<file path="src/rtl/ad9361_tdd_pkg.sv">
// Shared definitions for the AD9361 TDD arbiter: FSM state encoding and
// direction constants.
package ad9361_tdd_pkg;

  typedef enum logic [2:0] {
    IDLE   = 3'd0,
    SETUP  = 3'd1,
    ACTIVE = 3'd2,
    HOLD   = 3'd3
  } tdd_state_t;

  localparam logic DIR_RX = 1'b0;
  localparam logic DIR_TX = 1'b1;

endpackage

</file>
<file path="src/rtl/ad9361_tdd_timer.sv">
// Loadable down-counter that saturates at zero; used for phase and dwell timing.
module ad9361_tdd_timer #(
  parameter int CNT_WIDTH = 16
) (
  input  logic                 clk,
  input  logic                 rst,
  input  logic                 load,
  input  logic                 dec,
  input  logic [CNT_WIDTH-1:0] load_val,
  output logic                 zero
);

  logic [CNT_WIDTH-1:0] count;

  always_ff @(posedge clk or posedge rst) begin
    if (rst) begin
      count <= '0;
    end else if (load) begin
      count <= load_val;
    end else if (dec && (count != '0)) begin
      count <= count - 1'b1;
    end
  end

  assign zero = (count == '0);

endmodule

</file>
<file path="src/rtl/ad9361_tdd_arbiter.sv">
// Arbitrates the AD9361 between RX and TX requesters in TDD mode, sequencing
// TXNRX setup, ENABLE, and the post-ENABLE guard interval.
module ad9361_tdd_arbiter
  import ad9361_tdd_pkg::*;
#(
  parameter int SETUP_CYCLES = 4,
  parameter int GUARD_CYCLES = 8,
  parameter int MAX_DWELL    = 1024,
  parameter int CNT_WIDTH    = 16
) (
  input  logic       axi_aclk,
  input  logic       axi_areset,
  input  logic       rx_req,
  input  logic       tx_req,
  output logic       rx_gnt,
  output logic       tx_gnt,
  output logic       up_enable,
  output logic       up_txnrx,
  output logic       busy,
  output logic       preempt,
  output logic [2:0] state
);

  localparam logic [CNT_WIDTH-1:0] SETUP_LOAD = CNT_WIDTH'(SETUP_CYCLES - 1);
  localparam logic [CNT_WIDTH-1:0] GUARD_LOAD = CNT_WIDTH'(GUARD_CYCLES - 1);
  localparam logic [CNT_WIDTH-1:0] DWELL_LOAD = (MAX_DWELL == 0) ? '0 : CNT_WIDTH'(MAX_DWELL - 1);
  localparam logic                 DWELL_EN   = (MAX_DWELL != 0);

  tdd_state_t           state_q, state_n;
  logic                 dir_q, dir_n;
  logic                 last_q, last_n;
  logic                 preempt_n;
  logic                 ph_load, dw_load, ph_zero, dw_zero;
  logic [CNT_WIDTH-1:0] ph_val;
  logic                 owner_req, other_req;

  // Requests and grants are levels: a requester holds req high for as long as
  // it wants the radio; gnt rises only once TXNRX has settled and ENABLE is
  // driven, and falls on the edge after req drops or on a dwell preemption.
  assign owner_req = (dir_q == DIR_TX) ? tx_req : rx_req;
  assign other_req = (dir_q == DIR_TX) ? rx_req : tx_req;

  ad9361_tdd_timer #(.CNT_WIDTH(CNT_WIDTH)) u_phase_timer (
    .clk      (axi_aclk),
    .rst      (axi_areset),
    .load     (ph_load),
    .dec      (1'b1),
    .load_val (ph_val),
    .zero     (ph_zero)
  );

  ad9361_tdd_timer #(.CNT_WIDTH(CNT_WIDTH)) u_dwell_timer (
    .clk      (axi_aclk),
    .rst      (axi_areset),
    .load     (dw_load),
    .dec      (state_q == ACTIVE),
    .load_val (DWELL_LOAD),
    .zero     (dw_zero)
  );

  always_comb begin
    state_n   = state_q;
    dir_n     = dir_q;
    last_n    = last_q;
    preempt_n = 1'b0;
    ph_load   = 1'b0;
    ph_val    = '0;
    dw_load   = 1'b0;
    unique case (state_q)
      IDLE: begin
        if (rx_req || tx_req) begin
          // Round-robin on contention: the side not granted last time wins.
          dir_n   = (rx_req && tx_req) ? ~last_q : tx_req;
          state_n = SETUP;
          ph_load = 1'b1;
          ph_val  = SETUP_LOAD;
        end
      end
      SETUP: begin
        if (!owner_req) begin
          state_n = HOLD;
          ph_load = 1'b1;
          ph_val  = GUARD_LOAD;
        end else if (ph_zero) begin
          state_n = ACTIVE;
          last_n  = dir_q;
          dw_load = 1'b1;
        end
      end
      ACTIVE: begin
        if (!owner_req) begin
          state_n = HOLD;
          ph_load = 1'b1;
          ph_val  = GUARD_LOAD;
        end else if (DWELL_EN && dw_zero) begin
          if (other_req) begin
            state_n   = HOLD;
            preempt_n = 1'b1;
            ph_load   = 1'b1;
            ph_val    = GUARD_LOAD;
          end else begin
            dw_load = 1'b1;
          end
        end
      end
      HOLD: begin
        if (ph_zero) state_n = IDLE;
      end
      default: state_n = IDLE;
    endcase
  end

  always_ff @(posedge axi_aclk or posedge axi_areset) begin
    if (axi_areset) begin
      state_q   <= IDLE;
      dir_q     <= DIR_RX;
      last_q    <= DIR_TX;
      rx_gnt    <= 1'b0;
      tx_gnt    <= 1'b0;
      up_enable <= 1'b0;
      up_txnrx  <= 1'b0;
      busy      <= 1'b0;
      preempt   <= 1'b0;
    end else begin
      state_q   <= state_n;
      dir_q     <= dir_n;
      last_q    <= last_n;
      rx_gnt    <= (state_n == ACTIVE) && (dir_n == DIR_RX);
      tx_gnt    <= (state_n == ACTIVE) && (dir_n == DIR_TX);
      up_enable <= (state_n == ACTIVE);
      // TXNRX follows dir through SETUP/ACTIVE/HOLD so it never moves under ENABLE.
      up_txnrx  <= (state_n != IDLE) ? dir_n : 1'b0;
      busy      <= (state_n != IDLE);
      preempt   <= preempt_n;
    end
  end

  assign state = state_q;

endmodule

</file>
<file path="config.mk">
export PLATFORM = sky130hd
export DESIGN_NAME = ad9361_tdd_arbiter
export DESIGN_NICKNAME = d
export VERILOG_FILES = /design/src/rtl/ad9361_tdd_pkg.sv /design/src/rtl/ad9361_tdd_timer.sv /design/src/rtl/ad9361_tdd_arbiter.sv
export SDC_FILE = /design/constraint.sdc
export NUM_CORES = 1
export LEC_CHECK = 0
export BUFFER_PORTS_ARGS = -buffer_cell sky130_fd_sc_hd__buf_4
export CAP_MARGIN = 0
export CORE_MARGIN = 3
export CORE_UTILIZATION = 50
export DETAILED_ROUTE_END_ITERATION = 8
export GPL_TIMING_DRIVEN = 0
export PLACE_DENSITY = 0.7
export SYNTH_ARGS = -nofsm -noshare
export SYNTH_HDL_FRONTEND = slang
export SYNTH_HIERARCHICAL = 1
export SYNTH_SLANG_ARGS = --single-unit
</file>
<file path="constraint.sdc">
create_clock -name axi_aclk -period 2.9 [get_ports axi_aclk]
set_clock_uncertainty 0.05 [all_clocks]
set_input_delay 0.145 -clock axi_aclk [delete_from_list [all_inputs] [get_ports axi_aclk]]
set_output_delay 0.145 -clock axi_aclk [all_outputs]
set_load 0.01 [all_outputs]
</file>
# ---- After elaboration in Yosys (flattened, before gate mapping)
# Index checks and enable logic that the tools add are counted.
dict set report totals {
  reg_bits 43
  out_inout_bits 9
  input_bits 4
  elab_cells 71
}
dict set report op_classes {
  bitwise 2
  mux 38
  n_eq_ne 4
  add_sub_neg 2
  n_reduce_logical 14
}
# operator count
set op_table {}
lappend op_table {{16-bit two-way mux} 4}
lappend op_table {{3-bit two-way mux} 11}
lappend op_table {{16-bit zero test} 2}
lappend op_table {{16-bit nonzero test} 2}
lappend op_table {{16-bit by 1-bit subtractor with 16-bit output (second input constant)} 2}
lappend op_table {{1-bit two-way mux} 18}
lappend op_table {{3-bit one-hot mux with 4 select lines} 1}
lappend op_table {{3-bit by 2-bit == test with 1-bit output (second input constant)} 3}
lappend op_table {{3-bit one-hot mux with 3 select lines} 1}
lappend op_table {{1-bit logical AND} 4}
lappend op_table {{2-bit nonzero test} 2}
lappend op_table {{3-bit by 1-bit == test with 1-bit output (second input constant)} 1}
lappend op_table {{3-bit zero test} 1}
lappend op_table {{1-bit one-hot mux with 3 select lines} 1}
lappend op_table {{3-bit AND reduction} 1}
lappend op_table {{3-bit nonzero test} 1}
lappend op_table {{2-bit two-way mux} 1}
lappend op_table {{1-bit NOT} 2}
lappend op_table {{1-bit one-hot mux with 2 select lines} 1}
lappend op_table {{1-bit logical OR} 1}

# ---- Longest topological paths before layout
dict set report logic_depth {
  depth_word 7
  depth_mapped 12
  mapped_depth_nobuf 12
}

# ---- By module
# The synthesis kept the hierarchy.
# module cells_per_inst seq_area_each_um2 area_per_inst_um2 n_inst
set by_module_without_submodules {}
lappend by_module_without_submodules {ad9361_tdd_timer 122 400.4 1034.7 2}
lappend by_module_without_submodules {ad9361_tdd_arbiter 68 276.5 668.1 1}

# ---- Worst setup path before layout
# OpenSTA, ideal clock, no wires.
dict set report synth_path {
  kind {reg-to-reg}
  startpoint {register u_dwell_timer.count[0]}
  endpoint {register u_phase_timer.count[0]}
  t_arrival_ps 2978
  period_less_slack_ps 3163
  stages_incl_launch_ff 12
  path_slack_ps -263
  required_time_ps 2715
  setup_time_ps 135
  n_path_buf 2
  cell_sequence {dfrtp_1 -> inv_1 -> ha_1 -> or4b_2 -> or4_4 -> inv_2 -> a21boi_0 -> a2bb2oi_1 -> nor3_1 -> clkbuf_1 -> clkbuf_1 -> o21ai_0}
}
dict set report synth_between {
  elab_chain_cells 5
  elab_cells_between_ends 9
  classes_between {7 x mux; 2 x reduce/logical}
}
# item line_no
set synth_lines {}
lappend synth_lines {{from (decl)} ad9361_tdd_timer.sv:13} ;# logic [CNT_WIDTH-1:0] count;
lappend synth_lines {{from (signal assigned)} ad9361_tdd_timer.sv:19} ;# count <= load_val;
lappend synth_lines {{from (signal assigned)} ad9361_tdd_timer.sv:21} ;# count <= count - 1'b1;
lappend synth_lines {{16-bit zero test *} ad9361_tdd_timer.sv:25} ;# assign zero = (count == '0);
lappend synth_lines {{named net dw_zero} ad9361_tdd_arbiter.sv:33} ;# logic ph_load, dw_load, ph_zero, dw_zero;
lappend synth_lines {{1-bit two-way mux *} ad9361_tdd_arbiter.sv:95} ;# end else if (DWELL_EN && dw_zero) begin
lappend synth_lines {{1-bit two-way mux *} ad9361_tdd_arbiter.sv:91} ;# if (!owner_req) begin
lappend synth_lines {{1-bit one-hot mux with 3 select lines *} ad9361_tdd_arbiter.sv:69} ;# unique case (state_q)
lappend synth_lines {{named net ph_load} ad9361_tdd_arbiter.sv:33}
lappend synth_lines {{16-bit two-way mux / 2-bit nonzero test (equally long branches)} -}
lappend synth_lines {{to (signal assigned)} ad9361_tdd_timer.sv:19}
lappend synth_lines {{to (signal assigned)} ad9361_tdd_timer.sv:21}
lappend synth_lines {{to (decl)} ad9361_tdd_timer.sv:13}
# The timed path passes the listed nets; every way through them passes the cells marked *.
# A chain may end at the register's enable or synchronous reset.

# ---- Final worst setup path
dict set report layout_path {
  startpoint {register u_phase_timer.count[10]}
  endpoint {register u_dwell_timer.count[13]}
}
dict set report layout_between {
  elab_chain_cells 5
  elab_cells_between_ends 6
  classes_between {4 x mux; 2 x reduce/logical}
}
# item line_no
set layout_lines {}
lappend layout_lines {{16-bit zero test *} ad9361_tdd_timer.sv:25}
lappend layout_lines {{named net ph_zero} ad9361_tdd_arbiter.sv:33}
lappend layout_lines {{1-bit two-way mux *} ad9361_tdd_arbiter.sv:84} ;# end else if (ph_zero) begin
lappend layout_lines {{1-bit two-way mux *} ad9361_tdd_arbiter.sv:80} ;# if (!owner_req) begin
lappend layout_lines {{1-bit one-hot mux with 2 select lines *} ad9361_tdd_arbiter.sv:69}
lappend layout_lines {{named net dw_load} ad9361_tdd_arbiter.sv:33}
lappend layout_lines {{16-bit two-way mux / 2-bit nonzero test (equally long branches)} -}
# Marks and branches as above.

==> PnR_summary.wiki <==
{| class="wikitable"
! Metric !! Value
|-
| Height of the die || 80.0 µm
|-
| Max Clock Freq || 0.350 GHz
|-
| Buffers on Ports || 11
|-
| Most common cell in the netlist || sky130_fd_sc_hd__dfrtp_1
|-
| Worst vdd ir || 440 µV
|-
| Remaining DRCs || 0
|-
| Drt total wl || 6610 µm
|-
| Count of standard-cell rows || 26
|-
| Cell count of the worst reg-to-reg path || 10
|-
| Post-synth EDFFs || 0
|-
| Most instantiated cells after synthesis || sky130_fd_sc_hd__dfrtp_1 (42), sky130_fd_sc_hd__nor2_1 (34), sky130_fd_sc_hd__nand2_1 (28), sky130_fd_sc_hd__inv_1 (17), sky130_fd_sc_hd__o21ai_0 (16)
|-
| Min-delay worst type || in2reg
|-
| Number of warnings issued by yosys || 6
|-
| FF-to-FF setup slack || 40 ps
|-
| Wire length of the first global-routing pass || 11600 µm
|-
| RSZ-0062 raised after global routing || true
|-
| CTS root buf || sky130_fd_sc_hd__clkbuf_8
|-
| Crit path to || u_dwell_timer/count[13]
|-
| Floorplan die width || 80.0 µm
|-
| Max Buffers Root-to-Sink || 2
|-
| Number of distinct library cells after synthesis || 61
|-
| Average wire length per cell after detail routing || 14.2 µm
|-
| Starting DRT DRC Count || 134
|-
| GRT Util Overall || 0.227
|-
| Number of nets at the end of the flow || 399
|-
| Antenna violations before repair || 0
|-
| Power after layout || 2.28 mW
|-
| Clock slew at reported path FFs || 90 ps
|-
| Setup violation total in the final timing report || 0
|-
| Cell type with the largest total area after synthesis || sky130_fd_sc_hd__dfrtp_1
|-
| Maximum fanout along the worst path || 6
|-
| Starting density of the core || 0.526
|-
| Cell count after synthesis || 312
|-
| Number of placed I/O pins || 13
|-
| Total die area || 6400 µm²
|-
| Total power per unit cell area || 659 nW/µm²
|-
| Crit path DAT || 3000 ps
|-
| Async set-or-reset flop fraction in the synthesized netlist || 1.00
|-
| Antenna diode count || 0
|-
| CTS sink cnt || 43
|-
| Most common flop cell mapped by yosys || sky130_fd_sc_hd__dfrtp_1
|-
| Inserted Clock Buffers || 5
|-
| Max-slew headroom || 0.578
|-
| Final HPWL DP || 4470 µm
|-
| Max-slew violation total from the final report || 0
|-
| Critical Setup Path Class || reg2reg
|-
| R2R Path Start || u_phase_timer/count[10]
|-
| Netlist area before placement || 2740 µm²
|-
| H-tree Lvls || 2
|-
| Leading post-synthesis cells by cell area || sky130_fd_sc_hd__dfrtp_1 (38%), sky130_fd_sc_hd__nor2_1 (4.7%), sky130_fd_sc_hd__nand2_1 (3.8%), sky130_fd_sc_hd__o21ai_0 (2.9%), sky130_fd_sc_hd__nor3_1 (2.7%)
|-
| Global route total overflow || 0
|-
| Via density per instance || 5.55
|-
| Fraction of layout instances using a drive strength above 1 || 0.246
|-
| Top-area cell type share of the netlist area || 0.384
|-
| Detailed-router iteration count before antenna repair || 4
|-
| Run status || completed
|-
| Detail Route Antenna Nets || 0
|-
| Final estimated routing congestion in global placement || 0.825
|-
| TritonCTS clock tree || done
|-
| Largest net degree at the start of global routing || 17
|-
| Critical Path RT || 3050 ps
|-
| Beginning of the critical path || u_phase_timer/count[10]
|-
| Clk_lat worst skew || 300 ps
|-
| Element type at the critical path end || flip-flop
|-
| Total leakage power || 1.45 nW
|-
| Crit path time final || 2860 ps
|-
| Capture instance of the worst register-to-register path || u_dwell_timer/count[13]
|-
| CORE AREA || 5200 µm²
|-
| #FFs+latches synth || 43
|-
| Register area share after synthesis || 0.394
|-
| Worst Max-Slew Pin Slew || 633 ps
|-
| Total count of hold-check failures in the final report || 0
|-
| Mapped Avg Cell Area || 8.77 µm²
|-
| Share of the clock period used by the worst path || 0.985
|-
| P&R area growth vs syn || 26.6%
|-
| Number of max-capacitance violations reported || 0
|-
| Fraction of the core area covered by cells at the end of the flow || 0.666
|-
| Vias in the first global route || 2551
|-
| Critical path startpoint category || flip-flop
|-
| Total number of vias || 2577
|}
how the worst min path moves through the flow:
stage	startpoint	endpoint	slack [ps]	depth (start not counted)
floorplan	axi_areset	busy	-50	1
global placement	axi_areset	preempt	140	2
detailed placement	axi_areset	preempt	150	2
CTS	tx_req	preempt	50	3
global route	tx_req	preempt	60	3
finish	tx_req	preempt	60	3
power breakdown:
group          switching (mW)  internal (mW)
Combinational           0.470          0.465
Clock                   0.209          0.170
Sequential              0.209          0.762
Total                   0.888           1.40
area by class of cell:
type | instances | area (µm²)
inverter | 20 | 82.6
clock buffer | 6 | 72.6
fill | 440 | 1740
clock inverter | 2 | 13.8
tap | 70 | 87.6
buffer | 12 | 103
sequential | 43 | 1080
timing repair buffer | 41 | 323
multi-input combinational | 270 | 1710
layout by cell type, fill, tap and decap left out, drive strengths merged, types with 4 or more instances in the layout:
cell	netlist	routed
a21oi	11	11
a2bb2oi	5	5
a311o	4	4
a31oi	11	11
and2	5	5
buf	7	50
clkbuf	6	8
conb	2	36
dfrtp	42	42
inv	20	20
mux2i	4	4
nand2	28	28
nand3	7	7
nand4	10	10
nor2	34	34
nor3	16	16
nor4	5	5
o21ai	16	16
o31ai	4	4
o41ai	4	4
or3	5	5
or4	14	14
or4b	4	4
xor2	5	5
state kept, by name, summed over array words and instances (netlist names):
name	flops
busy	1
dir_q	1
last_q	1
preempt	1
rx_gnt	1
state	3
tx_gnt	1
u_dwell_timer/count	16
u_phase_timer/count	16
up_enable	1
up_txnrx	1
stage by stage:
| stage | area (µm²) | setup TNS, ps | worst slack [ps] | hold WS, ps | instances |
|---|---|---|---|---|---|
| 3_3_place_gp | 3080 | -4570 | -290 | 138 | 427 |
| 2_1_floorplan | 2910 | 0 | 4.95 | -53.3 | 346 |
| 5_1_grt | 3470 | -354 | -77.3 | 59.0 | 464 |
| 3_5_place_dp | 3080 | -5900 | -330 | 146 | 427 |
| 6_report | 3470 | 0 | 44.4 | 62.9 | 464 |
| 4_1_cts | 3320 | 0 | 3.16 | 52.5 | 449 |
worst max-delay path, stage by stage (launching register included):
cell and delay (ps):
sky130_fd_sc_hd__dfrtp_1 420, sky130_fd_sc_hd__or4_4 530, sky130_fd_sc_hd__buf_6 150, sky130_fd_sc_hd__or4_4 570, sky130_fd_sc_hd__inv_6 80, sky130_fd_sc_hd__nand3b_1 120, sky130_fd_sc_hd__o21ai_1 100, sky130_fd_sc_hd__a32o_2 230
sky130_fd_sc_hd__buf_8 130, sky130_fd_sc_hd__nor2_2 30, sky130_fd_sc_hd__a311o_1 340
per-layer routing:
metal  vias up  wire (µm)  GRT usage
li1       1295          -          -
met1      1216       3050      0.299
met2        60       3170      0.370
met3         6        341     0.0451
met4         0         49     0.0794
met5         -          0          0
cells by family (layout without fill, tap and decap cells):
group | Yosys count | count (layout) | synth area share
other | 2 | 36 | 0.00274
muxes | 4 | 4 | 0.0146
adders and majority gates | 2 | 2 | 0.00914
and+or+nand+nor | 145 | 145 | 0.302
xor gates and xnor gates | 7 | 7 | 0.0224
AOI/OAI and AO/OA | 76 | 76 | 0.203
DFF | 43 | 43 | 0.394
buffers and inverters | 33 | 81 | 0.0526
timing repair:
item / 4_1_cts / 5_1_grt
pin swaps: 3 / 5
resized for setup: 13 / 17
hold endpoints to repair: 42 / 0
setup endpoints to repair: 31 / 28
hold buffers: 1 / 0
buffers inserted: 13 / 16
Power figures use the tool's default switching activity.
